==> src/rtl/nand_xor_pipe.sv <==
// Pipelined XOR / XNOR / running-XOR accumulate / parity-reduce element built on the
// four-NAND XOR cell, with valid/ready handshakes on both sides.
module nand_xor_pipe #(
    parameter int unsigned WIDTH  = 8,
    parameter int unsigned STAGES = 2
) (
    input  logic             clk,
    input  logic             rst_n,
    input  logic             in_valid,
    output logic             in_ready,
    input  logic [WIDTH-1:0] in_a,
    input  logic [WIDTH-1:0] in_b,
    input  logic [1:0]       in_mode,
    input  logic             in_last,
    input  logic             acc_clear,
    output logic             out_valid,
    input  logic             out_ready,
    output logic [WIDTH-1:0] out_data,
    output logic             out_parity
);

    typedef enum logic [1:0] {
        MODE_XOR  = 2'd0,
        MODE_XNOR = 2'd1,
        MODE_ACC  = 2'd2,
        MODE_PAR  = 2'd3
    } mode_e;

    logic [WIDTH-1:0] nand_ab;
    logic [WIDTH-1:0] x;
    logic             accept;
    mode_e            mode;
    logic [WIDTH-1:0] acc_q;
    logic [WIDTH-1:0] acc_base;
    logic [WIDTH-1:0] acc_d;
    logic [WIDTH-1:0] res;

    logic [STAGES-1:0]            vld_q;
    logic [STAGES-1:0]            go;
    logic [STAGES-1:0][WIDTH-1:0] data_q;
    logic [STAGES-1:0]            par_q;

    // Four-NAND XOR cell, replicated per bit
    assign nand_ab = ~(in_a & in_b);
    assign x       = ~(~(in_a & nand_ab) & ~(in_b & nand_ab));

    assign accept = in_valid & in_ready;
    assign mode   = mode_e'(in_mode);

    // Result and accumulator next-state; a clear coincident with an ACC beat is seen by that beat
    always_comb begin
        acc_base = acc_clear ? '0 : acc_q;
        acc_d    = acc_base;
        res      = x;
        case (mode)
            MODE_XOR:  res = x;
            MODE_XNOR: res = ~x;
            MODE_ACC: begin
                res = acc_base ^ x;
                if (accept) begin
                    acc_d = in_last ? '0 : res;
                end
            end
            default:   res = WIDTH'(^x);
        endcase
    end

    always_ff @(posedge clk or negedge rst_n) begin
        if (!rst_n) begin
            acc_q <= '0;
        end else begin
            acc_q <= acc_d;
        end
    end

    // A stage may load when it, or any stage downstream of it, has a free slot, or the output drains
    for (genvar s = 0; s < STAGES; s++) begin : g_go
        assign go[s] = out_ready | ~(&vld_q[STAGES-1:s]);
    end

    assign in_ready = go[0];

    always_ff @(posedge clk or negedge rst_n) begin
        if (!rst_n) begin
            vld_q  <= '0;
            data_q <= '0;
            par_q  <= '0;
        end else begin
            if (go[0]) begin
                vld_q[0] <= in_valid;
                if (in_valid) begin
                    data_q[0] <= res;
                    par_q[0]  <= ^res;
                end
            end
            for (int s = 1; s < int'(STAGES); s++) begin
                if (go[s]) begin
                    vld_q[s] <= vld_q[s-1];
                    if (vld_q[s-1]) begin
                        data_q[s] <= data_q[s-1];
                        par_q[s]  <= par_q[s-1];
                    end
                end
            end
        end
    end

    assign out_valid  = vld_q[STAGES-1];
    assign out_data   = data_q[STAGES-1];
    assign out_parity = par_q[STAGES-1];

endmodule

==> config.mk <==
export PLATFORM = sky130hd
export DESIGN_NAME = nand_xor_pipe
export DESIGN_NICKNAME = d
export VERILOG_FILES = /design/src/rtl/nand_xor_pipe.sv
export SDC_FILE = /design/constraint.sdc
export NUM_CORES = 1
export LEC_CHECK = 0
export ABC_AREA = 1
export BUFFER_PORTS_ARGS = -buffer_cell sky130_fd_sc_hd__buf_4
export CAP_MARGIN = 0
export CORE_ASPECT_RATIO = 2
export CORE_MARGIN = 2
export CORE_UTILIZATION = 55
export CTS_CLUSTER_SIZE = 8
export DETAILED_ROUTE_END_ITERATION = 10
export HOLD_SLACK_MARGIN = 0.15
export PLACE_DENSITY = 0.79
export SKIP_LAST_GASP = 1
export SLEW_MARGIN = 30
export SYNTH_ARGS = -nofsm -noshare
export SYNTH_HDL_FRONTEND = slang
export SYNTH_SLANG_ARGS = --single-unit
==> constraint.sdc <==
create_clock -name clk -period 4.65 [get_ports clk]
set_clock_uncertainty 0.15 [all_clocks]
set_input_delay 0.465 -clock clk [delete_from_list [all_inputs] [get_ports clk]]
set_output_delay 0.465 -clock clk [all_outputs]
set_load 0.02 [all_outputs]
Word level (Yosys, flattened, before mapping)
Index checks and enable logic that the tools add are counted.
{"block": "totals", "register_bits": 28, "in_bits": 24, "out_inout_bits": 11, "word_cells": 35}
{"block": "op_classes", "n_eq_ne": 2, "muxes": 5, "bitwise": 15, "n_reduce_logical": 6}
{"op": "NOT 8 bit", "n": 5}
{"op": "bitwise AND 8 bit", "n": 4}
{"op": "two-way mux 8 bit", "n": 4}
{"op": "case mux 8 bit (3 select lines)", "n": 1}
{"op": "XOR reduction 8 bit", "n": 2}
{"op": "XOR 8 bit", "n": 1}
{"op": "AND reduction 2 bit", "n": 3}
{"op": "== test 2 x 1 -> 1 bit (second input constant)", "n": 1}
{"op": "== test 2 bit (second input constant)", "n": 1}
{"op": "logical NOT 2 bit", "n": 1}
{"op": "NOT 1 bit", "n": 2}
{"op": "bitwise OR 1 bit", "n": 2}
{"op": "bitwise AND 1 bit", "n": 1}

Logic depth before layout (Yosys ltp)
Gate-level depths: netlist (run 1).
{"block": "depth", "depth_word": 10, "depth_mapped": 14, "mapped_depth_nobuf": 14}

Least setup slack after synthesis (run 1)
OpenSTA, ideal clock, no wires.
{"block": "synth_timing", "path_kind": "input to register", "from": "in in_mode[1]", "to": "reg par_q[0]", "arrival_ns": 1.482, "t_required_ns": 4.382, "slack_ns": 2.900, "cell_stages": 13, "path_buffers": 1, "cell_sequence": "buf_4 > nand2_4 > inv_4 > nor2_1 > nand2_1 > nand2_2 > nand2_1 > nand2_1 > nand2_1 > nand3_1 > nand3_1 > nand2_1 > nand2_1"}
{"block": "synth_between", "elab_chain_cells": 3}
{"item": "start: declaration", "line": "13", "rtl": "input logic [1:0] in_mode,"}
{"item": "== test 2 bit (tied with other cells)", "line": "55", "rtl": "case (mode)"}
{"item": "case mux 8 bit (3 select lines) (*)", "line": "55"}
{"item": "XOR reduction 8 bit (*)", "line": "93", "rtl": "par_q[0] <= ^res;"}
{"item": "end signal: assignment", "line": "93"}
{"item": "end signal: indexed assignment", "line": "101", "rtl": "par_q[s] <= par_q[s-1];"}
{"item": "end: declaration", "line": "41", "rtl": "logic [STAGES-1:0] par_q;"}
Every way passes the cells marked *; elsewhere a longest branch is shown, timed or not.
A chain may end at the register's enable or synchronous reset.

Worst setup path in the final report (run 1)
{"block": "layout_timing", "from": "reg vld_q[1]", "to": "reg acc_q[3]"}
{"block": "layout_between", "elab_chain_cells": 6}
{"item": "start: declaration", "line": "38", "rtl": "logic [STAGES-1:0] vld_q;"}
{"item": "start signal: indexed assignment", "line": "98", "rtl": "vld_q[s] <= vld_q[s-1];"}
{"item": "AND reduction 2 bit", "line": "78", "rtl": "assign go[s] = out_ready | ~(&vld_q[STAGES-1:s]);"}
{"item": "NOT 1 bit", "line": "78"}
{"item": "bitwise OR 1 bit", "line": "78"}
{"item": "bitwise AND 1 bit", "line": "47", "rtl": "assign accept = in_valid & in_ready;"}
{"item": "two-way mux 8 bit", "line": "60", "rtl": "if (accept) begin"}
{"item": "two-way mux 8 bit", "line": "55"}
{"item": "via acc_d[3]", "line": "35", "rtl": "logic [WIDTH-1:0] acc_d;"}
{"item": "end signal: assignment", "line": "70", "rtl": "acc_q <= '0;"}
{"item": "end signal: assignment", "line": "72", "rtl": "acc_q <= acc_d;"}
{"item": "end: declaration", "line": "33", "rtl": "logic [WIDTH-1:0] acc_q;"}
The timed path passes the listed nets, and every way through them passes these cells.

==> out/metrics.csv, run 1 <==
stage,metric,value,unit
cts,"Setup Fix Bufs, Post-CTS",0,
cts,# clock sinks,28,
drt,initial DRC count,36,
timing,setup ws final,2.66,ns
global_routing,largest net degree at the start of global routing,29,
place,placed cells,373,
timing,Final TNS setup,0,ns
final_layout,Layout fillers,332,
final_layout,nets,354,
cts,Clock Path Buffers,2,
cts,H-tree levels,1,
floorplanning,core area,3530,um2
place,gpl congestion,0.858,
power,Pleak,0.00129,uW
timing,final setup fails,0,
drt,Post-DRT Antenna Nets,0,
timing,unrepaired setup endpoints after global routing,no,
global_routing,number of global-route vias before repair,1803,
synthesis,Netlist cell types,22,
synthesis,synthesized area,1990,um2
power,pwr/cell area,317,nW/um2
global_routing,first-pass GRT wire length,7160,um
timing,Slew headroom,72.1,%
final_layout,fraction of layout cells with a size suffix above 1,18.5,%
timing,Max Clock Freq,504,MHz
place,Post-DP HPWL,3430,um
job,max cap viols,0,
cts,Worst-Skew Late Latency,0.28,ns
global_routing,initial antenna violation count,0,
worst_hold_path,min-delay worst type,input pin to flop,
synthesis,sequential-to-total area share from yosys stat,35.2,%
power,Total Power,731,uW
synthesis,mean post-synth cell area,6.59,um2
setup_path,Critical Path RT,4.70,ns
final_layout,"commonest non-fill, non-tap cells in the layout","nand2_1, buf_4, inv_1",
setup_path,CP Capture Type,flop,
cts,total clock buffers created by CTS,3,
synthesis,Mapped Nets,326,
setup_path,critical path class,flop to flop,
drt,routed length per placed instance,11.4,um
cts,"Reg clk slew, reported paths",0.10,ns
global_routing,overall routing resource usage,23.2,%
final_layout,ANT cells,0,
timing,Slew @ Worst Pin,0.417,ns
floorplanning,chip height,89.1,um
cts,CTS Root Cell,clkbuf_8,
floorplanning,IO Count,35,
final_layout,Finished Layout Cells,378,
drt,Pre-Repair DR Iteration Count,4,
timing,WHS,0.252,ns
floorplanning,die width,46.5,um
power,peak supply drop,215,uV
cts,CTS tree,built,
place,Port Buffer Count,34,
timing,period utilisation layout,42.7,%
setup_path,crit path DAT,2.03,ns
timing,post-layout min period,1.99,ns
final_layout,P&R area growth vs syn,15.8,%
floorplanning,Die Footprint,4150,um2
timing,final hold violation count,0,
drt,# DRC,0,
synthesis,Syn Inst Count,302,
synthesis,#FFs+latches synth,28,
synthesis,synth warn,0,
floorplanning,Initial Util,56.4,%
floorplanning,Site Rows,31,
run_status,status,"finished, final reports clean",
final_layout,"most common cell after layout, fill and taps aside",nand2_1,
drt,via count,1923,
place,Placement Setup Slack,2.51,ns
setup_path,CP startpoint kind,flop,
cts,Post-CTS Resized,0,
drt,Via density,5.09,
setup_path,Crit Path Max Fanout,12,
drt,final wirelength,4320,um
timing,Final Slew Violations,0,
global_routing,GR Overflow Total,0,
==> cells by family (layout without fill, tap and decap cells) <==
group,Yosys count,in the layout,synth area share (%)
and+or+nand+nor,183,183,37.9
buffers and inverters,48,75,11.2
AOI/OAI and AO/OA,28,28,8.23
DFF,28,28,35.2
xor gates and xnor gates,8,8,3.52
muxes,7,7,3.96
==> metrics by stage <==
step	utilization (%)	instance area, um2
after floorplan	-	1990
after global placement	63.0	2220
after detailed placement	63.0	2220
after CTS	65.3	2310
after global routing	65.3	2310
final	65.3	2310
==> cell usage after synthesis <==
cell      instances  area (um2)
a21oi_1           1        5.00
a21oi_2           3        26.3
buf_4            10        75.1
clkbuf_1          2        7.51
dfrtp_1          28         701
inv_1            32         120
inv_2             2        7.51
inv_4             2        12.5
mux2_2            7        78.8
nand2_1         134         503
nand2_2           6        37.5
nand2_4           1        11.3
nand3_1          22         110
nand4_1           1        6.26
nor2_1           17        63.8
nor2_2            1        6.26
nor3_4            1        16.3
o21a_1            1        7.51
o21ai_0          12        60.1
o21ai_1           3        15.0
o22ai_1           8        50.1
xor2_1            8        70.1
==> final timing paths <==
kind,slack [ns],start,depth (start not counted),endpoint
min in group asynchronous,0.48,rst_n,2,acc_q[1]
worst min-delay path,0.25,in_valid,3,vld_q[0]
worst max register to register,2.66,vld_q[1],7,acc_q[3]
worst min register to register,0.35,data_q[4],2,data_q[4]
max in group asynchronous,3.59,rst_n,2,out_data[5]
worst max-delay path,2.66,vld_q[1],7,acc_q[3]
==> critical path: stages, from the launching register on <==
cell     delay, ns
dfrtp_1       0.41
nand2_2       0.09
nor2_1        0.06
nor2_2        0.27
inv_2         0.18
nor3_4        0.36
nand2_2       0.21
o22ai_1       0.17
==> power by group <==
group	internal (uW)	switching [uW]	total [uW]
clock	115	75.9	191
sequential	282	18.3	300
combinational	98.7	141	239
==> metal layers <==
metal | global-route usage (%) | up-vias | routed length [um]
li1 | - | 993 | -
met1 | 26.1 | 877 | 1660
met2 | 41.3 | 41 | 2410
met3 | 2.42 | 12 | 123
met4 | 10.9 | 0 | 123
met5 | 0 | - | 0
==> final cells by class <==
cell class              count  area [um2]  area share (%)
clock buffers               3        41.3            1.79
clock inverters             1        30.0            1.30
inverters                  36         140            6.08
multi-input cells         226        1070            46.3
flip-flops and latches     28         701            30.4
well taps                  49        61.3            2.66
repair buffers             35         265            11.5
==> flip-flops by register name, indices dropped and copies added, names as in the netlist <==
register,flops
acc_q,8
data_q,8
vld_q,2
par_q,2
out_data,8
==> repair_timing <==
| action | in CTS | in global routing |
|---|---|---|
| hold buffers | 1 | 0 |
| endpoints found under the hold margin | 28 | 0 |
| setup endpoints to repair | 0 | 0 |
No activity file was read; power rests on OpenSTA's default activity.
==> run 2, diff against run 1 <==
- CORE_UTILIZATION: 55 -> 50
- PLACE_DENSITY: 0.79 -> 0.75
- clock period: 4.65 -> 1.8 ns (I/O delays scaled with it)
==> out/metrics.csv, run 2 (synthesis results as in run 1) <==
stage,metric,value,unit,change
run_status,status,"finished, final reports clean",,
place,gpl congestion,0.828,,-3.5%
timing,Slew headroom,73.9,%,+1.8 points
job,max cap viols,0,,unchanged
floorplanning,core area,3840,um2,+8.9%
setup_path,CP max stage delay,0.54,ns,+0.13 ns
timing,unrepaired setup endpoints after global routing,no,,
global_routing,first-pass GRT wire length,7210,um,+0.67%
cts,# clock sinks,28,,unchanged
cts,"Reg clk slew, reported paths",0.09,ns,about the same
place,Placement Setup Slack,0.0925,ns,-2.42 ns
drt,via count,1875,,-2.5%
timing,Slew @ Worst Pin,0.391,ns,-0.0268 ns
timing,period utilisation layout,96.4,%,
final_layout,"Core Util, Final",60.8,%,-4.6 points
place,Port Buffer Count,34,,unchanged
global_routing,number of global-route vias before repair,1864,,+3.4%
floorplanning,die width,48.6,um,+4.5%
power,peak supply drop,674,uV,+210%
final_layout,"commonest non-fill, non-tap cells in the layout","nand2_1, buf_4, inv_1",,
timing,Final Slew Violations,0,,unchanged
timing,Final TNS setup,0,ns,unchanged
setup_path,critical path class,input pin to flop,,
worst_hold_path,min-delay worst type,input pin to flop,,
final_layout,"most common cell after layout, fill and taps aside",nand2_1,,
drt,Pre-Repair DR Iteration Count,4,,unchanged
final_layout,nets,360,,+1.7%
drt,initial DRC count,21,,-42%
global_routing,initial antenna violation count,0,,unchanged
cts,H-tree levels,1,,unchanged
drt,routed length per placed instance,10.5,um,-8.2%
setup_path,CP startpoint kind,input pin,,
setup_path,Critical Path RT,1.86,ns,-2.84 ns
final_layout,storage element area,701,um2,unchanged
timing,Max Clock Freq,576,MHz,
final_layout,P&R area growth vs syn,17.3,%,
cts,Worst-Skew Late Latency,0.27,ns,about the same
setup_path,Crit Path Max Fanout,3,,-9
power,Pleak,0.00131,uW,+0.97%
worst_hold_path,Hold Path Stages,4,,+1
cts,CTS Root Cell,clkbuf_8,,
setup_path,"critical path, cell by cell","dlygate4sd3_1, buf_4, inv_1, nand2_2, nor2_1, inv_1, nand2_1, dlygate4sd3_1",,
final_layout,multi-input logic area,1070,um2,unchanged
timing,setup ws final,0.0639,ns,-2.60 ns
setup_path,r2r worst-path depth,12,,+5
setup_path,crit path DAT,1.79,ns,-0.24 ns
global_routing,GR Overflow Total,0,,unchanged
drt,Via density,4.87,,-4.3%
cts,CTS tree,built,,
global_routing,overall routing resource usage,19.4,%,-3.7 points
floorplanning,chip height,93.2,um,+4.7%
timing,post-layout min period,1.74,ns,
floorplanning,Initial Util,51.8,%,-4.6 points
place,Post-DP HPWL,3220,um,-6.0%
drt,final wirelength,4030,um,-6.5%
cts,Clock Path Buffers,2,,unchanged
drt,Post-DRT Antenna Nets,0,,unchanged
floorplanning,IO Count,35,,unchanged
final_layout,fraction of layout cells with a size suffix above 1,18.6,%,+0.022 points
final_layout,Layout fillers,399,,+20%
drt,# DRC,0,,unchanged
floorplanning,Site Rows,32,,+3.2%
cts,total clock buffers created by CTS,3,,unchanged
floorplanning,Die Footprint,4530,um2,+9.3%
final_layout,ANT cells,0,,unchanged
cts,"Setup Fix Bufs, Post-CTS",0,,unchanged
global_routing,largest net degree at the start of global routing,29,,unchanged
setup_path,CP Capture Type,flop,,
timing,final hold violation count,0,,unchanged
setup_path,slowest CP cell,dlygate4sd3_1,,
power,pwr/cell area,739,nW/um2,+130%
timing,final setup fails,0,,unchanged
-- run 2: cell count changes in the layout (fill, tap and decap cells not counted) --
cell | before | now
bufinv_16 | 1 | 0
buf_4 | 34 | 36
dlygate4sd3_1 | 1 | 5
inv_4 | 2 | 3
inv_2 | 2 | 1
-- run 2: what timing repair did --
| action | CTS | global route |
|---|---|---|
| endpoints found under the hold margin | 35 | 0 |
| setup endpoints to repair | 0 | 3 |
| resized for setup | 0 | 1 |
| hold buffers | 5 | 0 |
-- run 2: final cells by class --
cell class | instances | share of cell area (%)
clock buffer | 3 | 1.77
inverter | 36 | 6.11
timing repair buffer | 41 | 13.7
sequential | 28 | 30.0
tap | 51 | 2.73
multi-input combinational | 226 | 45.7
-- run 2: worst paths after layout --
check | start | slack, ns | end
worst max-delay path | out_ready | 0.06 | vld_q[0]
worst min-delay path | acc_clear | 0.16 | acc_q[4]
worst max register to register | acc_q[6] | 0.19 | par_q[0]
worst min register to register | data_q[5] | 0.34 | data_q[5]
max in group asynchronous | rst_n | 1.03 | vld_q[1]
min in group asynchronous | rst_n | 0.21 | acc_q[2]
-- run 2: stage by stage --
step                cells  power, uW  cell area (um2)  hold WS [ns]
global placement      377       1390             2240       -0.0324
finish                385       1730             2340         0.163
detailed placement    377       1410             2240       -0.0328
CTS                   385       1740             2330         0.161
floorplan             302       1250             1990        -0.266
global route          385       1850             2340         0.206
-- run 2: power by group --
part	leakage (uW)	total, uW	switching, uW	internal [uW]
Combinational	0.000931	624	359	265
Clock	0.0000216	328	178	150
Sequential	0.000353	775	46.7	728
Total	0.00131	1730	584	1140
-- run 2: metal layers --
metal / global-route usage, % / routed length [um] / vias up
met3: 1.44 / 88 / 8
li1: - / - / 998
met5: 0 / 0 / -
met2: 40.3 / 2270 / 28
met4: 6.19 / 75 / 0
met1: 19.5 / 1600 / 841
-- run 2: critical path, delay by kind of cell --
kind	cells	cell delay (ns)
buffers and inverters	5	1.35
AND/OR/NAND/NOR	3	0.27
